==> config.mk <==
export PLATFORM = sky130hd
export DESIGN_NAME = uart_recv
export DESIGN_NICKNAME = d
export VERILOG_FILES = /design/src/rtl/uart_recv.sv
export SDC_FILE = /design/constraint.sdc
export NUM_CORES = 1
export LEC_CHECK = 0
export ABC_AREA = 1
export CORE_ASPECT_RATIO = 0.7
export CORE_UTILIZATION = 52
export CTS_CLUSTER_SIZE = 40
export DETAILED_ROUTE_END_ITERATION = 7
export PLACE_DENSITY = 0.75
export SYNTH_ARGS = -nofsm -noshare
export SYNTH_HDL_FRONTEND = slang
export SYNTH_SLANG_ARGS = --single-unit
==> constraint.sdc <==
create_clock -name clk -period 1.45 [get_ports clk]
set_input_delay 0.145 -clock clk [delete_from_list [all_inputs] [get_ports clk]]
set_output_delay 0.145 -clock clk [all_outputs]
set_load 0.02 [all_outputs]
==> src/rtl/uart_recv.sv <==
// 8N1 UART receiver: synchronises din, times the start bit to its midpoint,
// then samples each data bit and the stop bit one bit period apart.
module uart_recv #(
  parameter int BIT_CNT = 10416
) (
  input  logic       clk,
  input  logic       rst,
  input  logic       din,
  output logic [7:0] data,
  output logic       valid,
  output logic       frame_err,
  output logic       busy
);
  localparam int HALF_CNT = BIT_CNT / 2;
  localparam int CW       = $clog2(BIT_CNT);
  localparam logic [CW-1:0] HALF_M1 = CW'(HALF_CNT - 1);
  localparam logic [CW-1:0] BIT_M1  = CW'(BIT_CNT - 1);

  typedef enum logic [1:0] {IDLE, START, DATA, STOP} state_t;

  state_t        state, state_n;
  logic          sync1, sync2, prev;
  logic [CW-1:0] cnt, cnt_n;
  logic [2:0]    bit_idx, bit_n;
  logic [7:0]    shift, shift_n, data_n;
  logic          valid_n, ferr_n;
  logic          line, fall;

  assign line = sync2;
  assign fall = prev & ~sync2;
  assign busy = (state != IDLE);

  always_ff @(posedge clk or negedge rst) begin
    if (!rst) begin
      sync1     <= 1'b1;
      sync2     <= 1'b1;
      prev      <= 1'b1;
      state     <= IDLE;
      cnt       <= '0;
      bit_idx   <= '0;
      shift     <= '0;
      data      <= '0;
      valid     <= 1'b0;
      frame_err <= 1'b0;
    end else begin
      sync1     <= din;
      sync2     <= sync1;
      prev      <= sync2;
      state     <= state_n;
      cnt       <= cnt_n;
      bit_idx   <= bit_n;
      shift     <= shift_n;
      data      <= data_n;
      valid     <= valid_n;
      frame_err <= ferr_n;
    end
  end

  always_comb begin
    state_n = state;
    cnt_n   = cnt;
    bit_n   = bit_idx;
    shift_n = shift;
    data_n  = data;
    valid_n = 1'b0;
    ferr_n  = 1'b0;
    case (state)
      IDLE: begin
        cnt_n = '0;
        if (fall) state_n = START;
      end
      START: begin
        if (cnt == HALF_M1) begin
          // a line back high at the start-bit midpoint was only a glitch
          cnt_n   = '0;
          bit_n   = '0;
          state_n = line ? IDLE : DATA;
        end else cnt_n = cnt + 1'b1;
      end
      DATA: begin
        if (cnt == BIT_M1) begin
          cnt_n   = '0;
          shift_n = {line, shift[7:1]};
          bit_n   = bit_idx + 3'd1;
          if (bit_idx == 3'd7) state_n = STOP;
        end else cnt_n = cnt + 1'b1;
      end
      STOP: begin
        if (cnt == BIT_M1) begin
          cnt_n   = '0;
          state_n = IDLE;
          if (line) begin
            data_n  = shift;
            valid_n = 1'b1;
          end else ferr_n = 1'b1;
        end else cnt_n = cnt + 1'b1;
      end
      default: state_n = IDLE;
    endcase
  end
endmodule
* Word-level counts from Yosys, hierarchy flattened
Cells that the tools add are included.
** Word-level totals
- Memory bits (read-only) :: 0
- Register bits after elaboration :: 40
- RAM bits :: 0
- Memories :: 0
- Bits in latches :: 0
- Input port bits :: 3
** Operators by class
- Magnitude comparators :: 0
- Reduce and logical (&&, ||, !) cells :: 8
- Shifts and indexed selects :: 0
- Equal/unequal tests :: 11
- Bitwise logic cells :: 2
- Multipliers :: 0
- Add/subtract/negate cells :: 2
- Div/mod/pow operators :: 0
- Multiplexer cells :: 19
** Operators by type and width (number)
- 14-bit one-hot mux with 3 select lines :: 1
- 14-bit 2-to-1 mux :: 2
- 14-bit by 1-bit adder with 14-bit output, second input constant :: 1
- 14-bit by 13-bit equality test with 1-bit output, second input constant :: 1
- 14-bit equality test, second input constant :: 1
- 2-bit 2-to-1 mux :: 6
- 2-bit != test, second input constant :: 5
- 2-bit one-hot mux with 4 select lines :: 1
- 1-bit 2-to-1 mux :: 6
- 3-bit 2-to-1 mux :: 2
- 3-bit one-hot mux with 2 select lines :: 1
- 3-bit AND reduction :: 2
- 5-bit AND reduction :: 1
- 2-bit equality test, second input constant :: 2
- 2-bit nonzero test :: 2
- 3-bit by 1-bit adder with 3-bit output, second input constant :: 1
- 3-bit equality test, second input constant :: 1
- 2-bit by 1-bit equality test with 1-bit output, second input constant :: 1
- 2-bit zero test :: 1
- 2-bit AND reduction :: 1
- 2-bit OR reduction :: 1
- 1-bit AND :: 1
- 1-bit NOT :: 1

* Longest topological paths before layout
Gate-level depths: netlist of run 1.
- Word-level depth :: 4
- Depth in mapped cells :: 10
- Depth with buffers taken out :: 10

* Worst setup path before layout of run 1
OpenSTA, ideal clock, no wires.
- Path kind :: register -> register
- Start point :: register cnt[0]
- End point :: register data[5]
- Setup time :: 0.118 ns
- Path slack :: -0.019 ns
- Data required time :: 1.332 ns
- Data arrival time :: 1.351 ns
- Stages on the path, launching flop included :: 10
- Path buffers :: 1
- Cell sequence :: dfrtp_1 ha_1 nand3_2 nor2_1 nand2_2 inv_4 nand3_4 buf_6 nand2_1 o21ai_2
** Between the ends
- Longest elaborated chain between the ends :: 2
** RTL lines
- from (decl) :: line 23 : logic [CW-1:0] cnt, cnt_n;
- from (signal assigned) :: line 50 : cnt <= cnt_n;
- 14-bit equality test :: line 89 : if (cnt == BIT_M1) begin
- 3-bit AND reduction (no source line)
- to (signal assigned) :: line 53 : data <= data_n;
- to (decl) :: line 9 : output logic [7:0] data,
No other way between the ends.
A chain may end at the register's enable or synchronous reset.

* Worst setup path after layout of run 1
- Start point :: register cnt[10]
- End point :: register cnt[6]
** Between the ends
- Longest elaborated chain between the ends :: 3
** RTL lines
- 14-bit equality test / 14-bit by 13-bit equality test with 1-bit output (equally long branches) :: line 81, 89, 73
- 14-bit 2-to-1 mux (on tied branches) :: line 81, 89, 73
- 14-bit one-hot mux with 3 select lines (*) :: line 67 : case (state)
- named net cnt_n[6] :: line 23
Mark *: on every way through the listed nets, which the timed path passes. The rest lies on a longest branch.

==> metrics.txt, run 1 <==
# TYPE chip_impl_metric gauge
chip_impl_metric{name="diodes",unit=""} 0
chip_impl_metric{name="drt_iter0_drc",unit=""} 193
chip_impl_metric{name="timing.critical_path.arrival",unit="ns"} 1.71
chip_impl_metric{name="power.ir.vdd_worst",unit="uV"} 931
chip_impl_metric{name="antenna_violations_before_repair",unit=""} 0
chip_impl_metric{name="fill_cells",unit=""} 198
chip_impl_metric{name="place_worst_setup_slack",unit="ns"} -0.138
chip_impl_metric{name="synth_seq_area_share",unit="%"} 53.1
chip_impl_metric{name="critical_path.max_stage_delay",unit="ns"} 0.39
chip_impl_metric{name="finalClockSkew",unit="ns"} 0.0129
chip_impl_metric{name="max_clock_freq",unit="MHz"} 651
chip_impl_metric{name="grt_remaining_overflow",unit=""} 0
chip_impl_metric{name="global_route_wire_length_before_repair",unit="um"} 7220
chip_impl_metric{name="clkLatencyLatePin",unit="ns"} 0.30
chip_impl_metric{name="finalCoreUtilization",unit="%"} 78.5
chip_impl_metric{name="design.core.area",unit="um2"} 3300
chip_impl_info{name="most_used_flip_flop_cell_after_synthesis",value="dfrtp_1"} 1
chip_impl_metric{name="grt_start_max_net_pins",unit=""} 27
chip_impl_metric{name="fp-row-count",unit=""} 17
chip_impl_metric{name="avgRoutedWirePerCell",unit="um"} 16.0
chip_impl_metric{name="aggregate_global_route_resource_usage",unit="%"} 26.2
chip_impl_metric{name="cts.sinks",unit=""} 40
chip_impl_metric{name="critPathMaxFanout",unit=""} 10
chip_impl_metric{name="dp_hpwl",unit="um"} 2690
chip_impl_metric{name="floorplan.io_pins",unit=""} 14
chip_impl_info{name="cp_cell_sequence",value="inv_1, nor2_1, nand2_1, nor2_2, nand2_2, nand2_2, o21ai_4, inv_4, nor2_1"} 1
chip_impl_info{name="yosysTopAreaCell",value="dfrtp_1"} 1
chip_impl_metric{name="drt_pass1_iterations",unit=""} 4
chip_impl_metric{name="synthesis.instances",unit=""} 214
chip_impl_metric{name="tritoncts.num_buffers",unit=""} 5
chip_impl_metric{name="layout_worst_path_cycle_share",unit="%"} 106
chip_impl_metric{name="max-slew-margin-rel",unit="%"} 75.9
chip_impl_metric{name="fp.dieH",unit="um"} 52.5
chip_impl_metric{name="timing.final.crit_period",unit="ns"} 1.54
chip_impl_metric{name="worst-slew-pin-transition",unit="ns"} 0.361
chip_impl_metric{name="ant_nets",unit=""} 0
chip_impl_metric{name="timing.max_cap.violations",unit=""} 0
chip_impl_metric{name="post-place-cells",unit=""} 289
chip_impl_info{name="setup.worst_path.class",value="flop to flop"} 1
chip_impl_metric{name="drive_gt1_share",unit="%"} 37.2
chip_impl_info{name="tritoncts",value="yes"} 1
chip_impl_metric{name="layout.nets",unit=""} 266
chip_impl_metric{name="synth.net_count",unit=""} 220
chip_impl_metric{name="die-area",unit="um2"} 3880
chip_impl_metric{name="synth-edff-count",unit=""} 0
chip_impl_metric{name="multi_input_area",unit="um2"} 943
chip_impl_metric{name="finalWorstSetupSlack",unit="ns"} -0.0859
chip_impl_metric{name="ys_seq_elements",unit=""} 40
chip_impl_metric{name="buffer_ports.inserted",unit=""} 13
chip_impl_info{name="grt_setup_unrepaired",value="true"} 1
chip_impl_metric{name="setup-violations-final",unit=""} 27
chip_impl_metric{name="yosys.area.top_type_share",unit="%"} 49.0
chip_impl_metric{name="leakagePower",unit="nW"} 1.24
chip_impl_metric{name="drcViolationCount",unit=""} 0
chip_impl_metric{name="cp_data_required_time",unit="ns"} 1.62
chip_impl_metric{name="final-hold-violation-count",unit=""} 0
chip_impl_metric{name="setup_tns",unit="ns"} -1.36
chip_impl_metric{name="final-max-slew-violation-count",unit=""} 0
chip_impl_metric{name="area.sequential",unit="um2"} 1010
chip_impl_info{name="violations",value="negative setup slack"} 1
chip_impl_metric{name="p_per_area",unit="nW/um2"} 1050
chip_impl_metric{name="detail_route.wirelength",unit="um"} 4930
chip_impl_metric{name="viasPerCell",unit=""} 5.53
chip_impl_metric{name="netlist-cell-type-count",unit=""} 27
chip_impl_metric{name="layout-area-overhead-vs-synth",unit="%"} 36.9
chip_impl_metric{name="layout.cells.non_filler",unit=""} 308
chip_impl_info{name="synth_area_leaders",value="dfrtp_1 (49%), nand2_1 (9.3%), inv_1 (6.6%), nor2_1 (4.4%), dfstp_2 (4.2%)"} 1
chip_impl_metric{name="synthesis.yosys.warnings",unit=""} 0
chip_impl_info{name="post-synth-top-count-cell",value="nand2_1"} 1
chip_impl_metric{name="mapped_cell_area",unit="um2"} 1890
chip_impl_info{name="crit_path_start_kind",value="flop"} 1
chip_impl_metric{name="htree_num_levels",unit=""} 2
chip_impl_metric{name="clkSlewWorstSetupHoldPaths",unit="ns"} 0.07
chip_impl_metric{name="number_of_global_route_vias_before_repair",unit=""} 1515
chip_impl_metric{name="starting_density_of_the_core",unit="%"} 57.3
chip_impl_metric{name="hold_ws",unit="ns"} 0.253
chip_impl_metric{name="postSynthAreaPerCell",unit="um2"} 8.83
chip_impl_metric{name="cts.path.max_buffers",unit=""} 2
chip_impl_info{name="crit_path_end_kind",value="flop"} 1
chip_impl_metric{name="globalplace.congestion",unit=""} 0.917
chip_impl_info{name="timing.hold.worst.class",value="input pin to flop"} 1
chip_impl_metric{name="num_vias",unit=""} 1703
chip_impl_metric{name="die_span_in_x",unit="um"} 74.1
chip_impl_info{name="synth.cells.most_frequent",value="nand2_1 (47), dfrtp_1 (37), inv_1 (33)"} 1
chip_impl_info{name="status",value="finished with violations"} 1
chip_impl_info{name="cts_root_buf",value="clkbuf_8"} 1
chip_impl_info{name="crit_slowest_cell",value="dfrtp_1"} 1
chip_impl_metric{name="postSynth.asyncResetShare",unit="%"} 100
-- per-layer routing --
| metal | global-route usage, % | up-vias | part of all wire, % |
|---|---|---|---|
| met5 | 0 | - | 0 |
| met4 | 11.9 | 0 | 3.7 |
| met3 | 7.12 | 18 | 7.2 |
| met2 | 37.3 | 87 | 44 |
| met1 | 37.2 | 829 | 45 |
| li1 | - | 769 | - |
-- worst max-delay path: cells and delay by family, from the launching register on --
| kind | cells | cell delay [ns] |
|---|---|---|
| flip-flops | 1 | 0.39 |
| AO/OA/AOI/OAI | 1 | 0.10 |
| AND/OR/NAND/NOR | 6 | 0.68 |
| buffers and inverters | 2 | 0.23 |
-- cell usage in the layout (no fill, tap or decap), types with 5 or more instances in the layout --
master,n
nand2_1,37
dfrtp_1,36
inv_1,28
buf_4,23
nor2_1,15
nand2_2,10
o21ai_1,10
o21ai_2,10
clkdlybuf4s50_1,9
nand3_1,8
inv_2,6
clkbuf_8,6
nand3_4,5
nor2_4,5
-- final timing paths --
path	from	to	depth (start not counted)	slack, ns
max reg2reg	cnt[10]	cnt[6]	9	-0.09
max in group asynchronous	rst	shift[7]	3	0.72
max	cnt[10]	cnt[6]	9	-0.09
min reg2reg	sync1	line	0	0.35
min	din	sync1	1	0.25
min in group asynchronous	rst	cnt[9]	2	0.29
-- registers in the layout (all words and copies together) (netlist names), named ones only --
register / flops
bit_idx: 3
cnt: 14
data: 8
frame_err: 1
line: 1
prev: 1
shift: 8
state: 1
sync1: 1
valid: 1
-- report_power, final --
part	switching, mW	leakage (nW)	internal, mW
combinational	0.343	0.655	0.284
sequential	0.110	0.535	1.20
clock	0.390	0.0510	0.380
-- kinds of logic (layout without fill, tap and decap cells) --
family	after synthesis	in the layout	share of synthesized area (%)
adders and majority gates	3	3	1.99
buffers and inverters	39	83	9.07
DFF	40	40	53.1
AOI/OAI and AO/OA	29	29	9.86
and+or+nand+nor	99	102	24.1
xor gates and xnor gates	4	4	1.85
-- area by class of cell --
| type | count | area share, % |
|---|---|---|
| clock buffers | 6 | 3.19 |
| clock inverters | 2 | 0.387 |
| inverters | 36 | 5.41 |
| multi-input cells | 138 | 36.4 |
| flip-flops and latches | 40 | 38.9 |
| well taps | 47 | 2.27 |
| repair buffers | 39 | 13.4 |
-- metrics by stage --
stage / cell area [um2] / total power, mW
finish: 2590 / 2.71
global route: 2590 / 2.83
CTS: 2460 / 2.57
detailed placement: 2190 / 1.77
global placement: 2190 / 1.76
floorplan: 1890 / 1.57
-- repair_timing --
| action | in CTS | in global routing |
|---|---|---|
| hold buffers | 1 | 0 |
| cloned | 3 | 0 |
| pin swaps | 4 | 5 |
| endpoints found under the setup margin | 35 | 39 |
| buffers inserted | 6 | 1 |
| resized for setup | 24 | 36 |
| hold endpoints to repair | 11 | 0 |
Power figures use the tool's default switching activity.
==> run 2, diff against run 1 <==
--- a/config.mk
+++ b/config.mk
@@ -10,7 +10,9 @@
 export CORE_UTILIZATION = 52
 export CTS_CLUSTER_SIZE = 40
 export DETAILED_ROUTE_END_ITERATION = 7
+export GPL_TIMING_DRIVEN = 1
 export PLACE_DENSITY = 0.75
 export SYNTH_ARGS = -nofsm -noshare
 export SYNTH_HDL_FRONTEND = slang
 export SYNTH_SLANG_ARGS = --single-unit
+export TNS_END_PERCENT = 20
==> metrics.txt, run 2 (synthesis gave the netlist of run 1 again) <==
# TYPE chip_impl_metric gauge
chip_impl_info{name="status",value="finished with violations"} 1
chip_impl_info{name="violations",value="negative setup slack"} 1
chip_impl_metric{name="tritoncts.num_buffers",unit=""} 5
chip_impl_info{name="min_delay_worst_endpoint",value="sync1"} 1
chip_impl_metric{name="dp_hpwl",unit="um"} 2690
chip_impl_metric{name="critPathMaxFanout",unit=""} 10
chip_impl_info{name="min_from",value="din"} 1
chip_impl_metric{name="finalWorstSetupSlack",unit="ns"} -0.0979
chip_impl_metric{name="leakagePower",unit="nW"} 1.15
chip_impl_metric{name="grt_remaining_overflow",unit=""} 0
chip_impl_metric{name="drcViolationCount",unit=""} 0
chip_impl_info{name="grt_setup_unrepaired",value="true"} 1
chip_impl_metric{name="num_vias",unit=""} 1554
chip_impl_info{name="layout_commonest_cell",value="nand2_1"} 1
chip_impl_metric{name="drive_gt1_share",unit="%"} 29.0
chip_impl_metric{name="final-max-slew-violation-count",unit=""} 0
chip_impl_metric{name="buffer_ports.inserted",unit=""} 13
chip_impl_metric{name="aggregate_global_route_resource_usage",unit="%"} 22.4
chip_impl_metric{name="layout-area-overhead-vs-synth",unit="%"} 29.8
chip_impl_metric{name="design.core.area",unit="um2"} 3300
chip_impl_metric{name="finalClockSkew",unit="ns"} 0.0106
chip_impl_metric{name="multi_input_area",unit="um2"} 807
chip_impl_metric{name="global_route_wire_length_before_repair",unit="um"} 6330
chip_impl_info{name="r2r_end",value="cnt[2]"} 1
chip_impl_metric{name="power.ir.vdd_worst",unit="uV"} 929
chip_impl_metric{name="timing.final.crit_period",unit="ns"} 1.55
chip_impl_metric{name="cp_data_required_time",unit="ns"} 1.66
chip_impl_metric{name="fill_cells",unit=""} 231
chip_impl_metric{name="p_switching",unit="mW"} 0.776
chip_impl_info{name="max_flop_register",value="cnt"} 1
chip_impl_info{name="rr_startpoint",value="cnt[1]"} 1
chip_impl_metric{name="placement.cell_area",unit="um2"} 2190
chip_impl_metric{name="avgRoutedWirePerCell",unit="um"} 13.2
chip_impl_info{name="crit_slowest_cell",value="dfrtp_1"} 1
chip_impl_metric{name="htree_num_levels",unit=""} 2
chip_impl_metric{name="globalplace.congestion",unit=""} 0.917
chip_impl_metric{name="slack_of_the_worst_reg_to_reg_path",unit="ns"} -0.1
chip_impl_metric{name="layout.nets",unit=""} 264
chip_impl_metric{name="starting_density_of_the_core",unit="%"} 57.3
chip_impl_metric{name="clkLatencyLatePin",unit="ns"} 0.29
chip_impl_metric{name="fp.dieH",unit="um"} 52.5
chip_impl_info{name="cp_cell_sequence",value="ha_4, nand3_2, nor2_2, nand2_2, clkinv_4, o21ai_4, inv_4, nor3b_2"} 1
chip_impl_info{name="mostFrequentLayoutCells",value="nand2_1 (43), dfrtp_1 (37), inv_1 (30)"} 1
chip_impl_metric{name="max_clock_freq",unit="MHz"} 646
chip_impl_metric{name="layout_worst_path_cycle_share",unit="%"} 107
chip_impl_info{name="crit_path_start_kind",value="flop"} 1
chip_impl_metric{name="clkSlewWorstSetupHoldPaths",unit="ns"} 0.06
chip_impl_metric{name="cts.sinks",unit=""} 40
chip_impl_metric{name="r2r.worst_path.cells",unit=""} 8
chip_impl_metric{name="ant_nets",unit=""} 0
chip_impl_metric{name="power.clock.fraction",unit="%"} 28.5
chip_impl_info{name="tritoncts",value="yes"} 1
chip_impl_metric{name="max-slew-margin-rel",unit="%"} 75.3
chip_impl_metric{name="cts.path.max_buffers",unit=""} 2
chip_impl_metric{name="pwr-share-comb",unit="%"} 22.9
chip_impl_metric{name="drt_pass1_iterations",unit=""} 4
chip_impl_metric{name="antenna_violations_before_repair",unit=""} 0
chip_impl_metric{name="worst-slew-pin-transition",unit="ns"} 0.368
chip_impl_metric{name="hold_ws",unit="ns"} 0.264
chip_impl_metric{name="viasPerCell",unit=""} 5.08
chip_impl_metric{name="final_design_area_no_fill",unit="um2"} 2450
chip_impl_metric{name="detail_route.wirelength",unit="um"} 4030
chip_impl_metric{name="fp-row-count",unit=""} 17
chip_impl_info{name="cts_root_buf",value="clkbuf_8"} 1
chip_impl_metric{name="swShare",unit="%"} 29.3
chip_impl_metric{name="final-hold-violation-count",unit=""} 0
chip_impl_metric{name="area.sequential",unit="um2"} 1000
chip_impl_info{name="timing.hold.worst.class",value="input pin to flop"} 1
chip_impl_metric{name="p_int",unit="mW"} 1.87
chip_impl_metric{name="worstHoldPathCells",unit=""} 1
chip_impl_metric{name="number_of_flip_flops_under_the_largest_register_name",unit=""} 14
chip_impl_info{name="biggestRegsByFlops",value="cnt: 14 flops, data: 8 flops, shift: 8 flops"} 1
chip_impl_metric{name="timing.max_cap.violations",unit=""} 0
chip_impl_metric{name="diodes",unit=""} 0
chip_impl_metric{name="die-area",unit="um2"} 3880
chip_impl_metric{name="grt_start_max_net_pins",unit=""} 27
chip_impl_metric{name="number_of_global_route_vias_before_repair",unit=""} 1415
chip_impl_metric{name="p_per_area",unit="nW/um2"} 1080
chip_impl_metric{name="floorplan.io_pins",unit=""} 14
chip_impl_info{name="crit_path_end_kind",value="flop"} 1
chip_impl_metric{name="die_span_in_x",unit="um"} 74.1
chip_impl_info{name="setup.worst_path.class",value="flop to flop"} 1
chip_impl_metric{name="setup-violations-final",unit=""} 27
chip_impl_metric{name="drt_iter0_drc",unit=""} 103
chip_impl_metric{name="timing.critical_path.arrival",unit="ns"} 1.76
chip_impl_metric{name="critical_path.max_stage_delay",unit="ns"} 0.41
chip_impl_metric{name="register_share_of_total_power",unit="%"} 48.6
run 2: through the flow:
stage / setup TNS [ns] / util, % / instances / setup WS, ns / power, mW
CTS: -0.620 / 71.8 / 302 / -0.0705 / 2.54
finish: -1.38 / 74.5 / 306 / -0.0979 / 2.65
global placement: -0.992 / 66.5 / 289 / -0.0578 / 1.76
detailed placement: -2.33 / 66.5 / 289 / -0.138 / 1.77
global route: -3.79 / 74.5 / 306 / -0.182 / 2.76
floorplan: 0 / - / 214 / 0.00446 / 1.57
run 2: final cells by class:
type / count / share of cell area [%]
Inverter: 36 / 5.81
Clock inverter: 2 / 0.408
Tap cell: 47 / 2.40
Timing Repair Buffer: 39 / 14.2
Sequential cell: 40 / 40.9
Multi-Input combinational cell: 136 / 32.9
Clock buffer: 6 / 3.36
run 2: worst max-delay path by stage:
| stage | startpoint | end | slack [ns] | cells after the start |
|---|---|---|---|---|
| after global routing | cnt[1] | cnt[10] | -0.18 | 9 |
| final | cnt[1] | cnt[2] | -0.1 | 8 |
| after floorplan | cnt[0] | data[5] | 0.004 | 9 |
| after CTS | cnt[1] | data[6] | -0.07 | 8 |
| after detailed placement | cnt[1] | bit_idx[2] | -0.14 | 8 |
| after global placement | cnt[1] | bit_idx[0] | -0.06 | 8 |
run 2: repair_timing:
action,in CTS,in global routing
gates resized for setup,10,17
pin swaps,2,3
hold buffers,1,0
setup endpoints to repair,35,39
buffers inserted,4,3
cloned,0,1
hold endpoints to repair,11,0
run 2: power by group through the flow:
stage	Sequential (mW)	Clock [mW]	Combinational, mW
after global placement	1.29	0	0.470
after global routing	1.30	0.803	0.661
after CTS	1.27	0.757	0.518
after detailed placement	1.29	0	0.483
after floorplan	1.30	0	0.268
final	1.29	0.753	0.606
run 2: critical path, delay by kind of cell, from the launching register on:
family                   cells  cell delay [ns]
AND/OR/NAND/NOR              4             0.44
AO/OA/AOI/OAI                1             0.23
flip-flops                   1             0.41
buffers and inverters        2             0.21
adder cells (fa/ha/maj)      1             0.18
run 2: metal layers:
layer | up-vias | track usage, % | share of wire [%]
li1 | 768 | - | -
met3 | 7 | 5.38 | 4.1
met1 | 745 | 33.8 | 52
met4 | 0 | 6.41 | 0.97
met2 | 34 | 31.8 | 43
met5 | - | 0 | 0
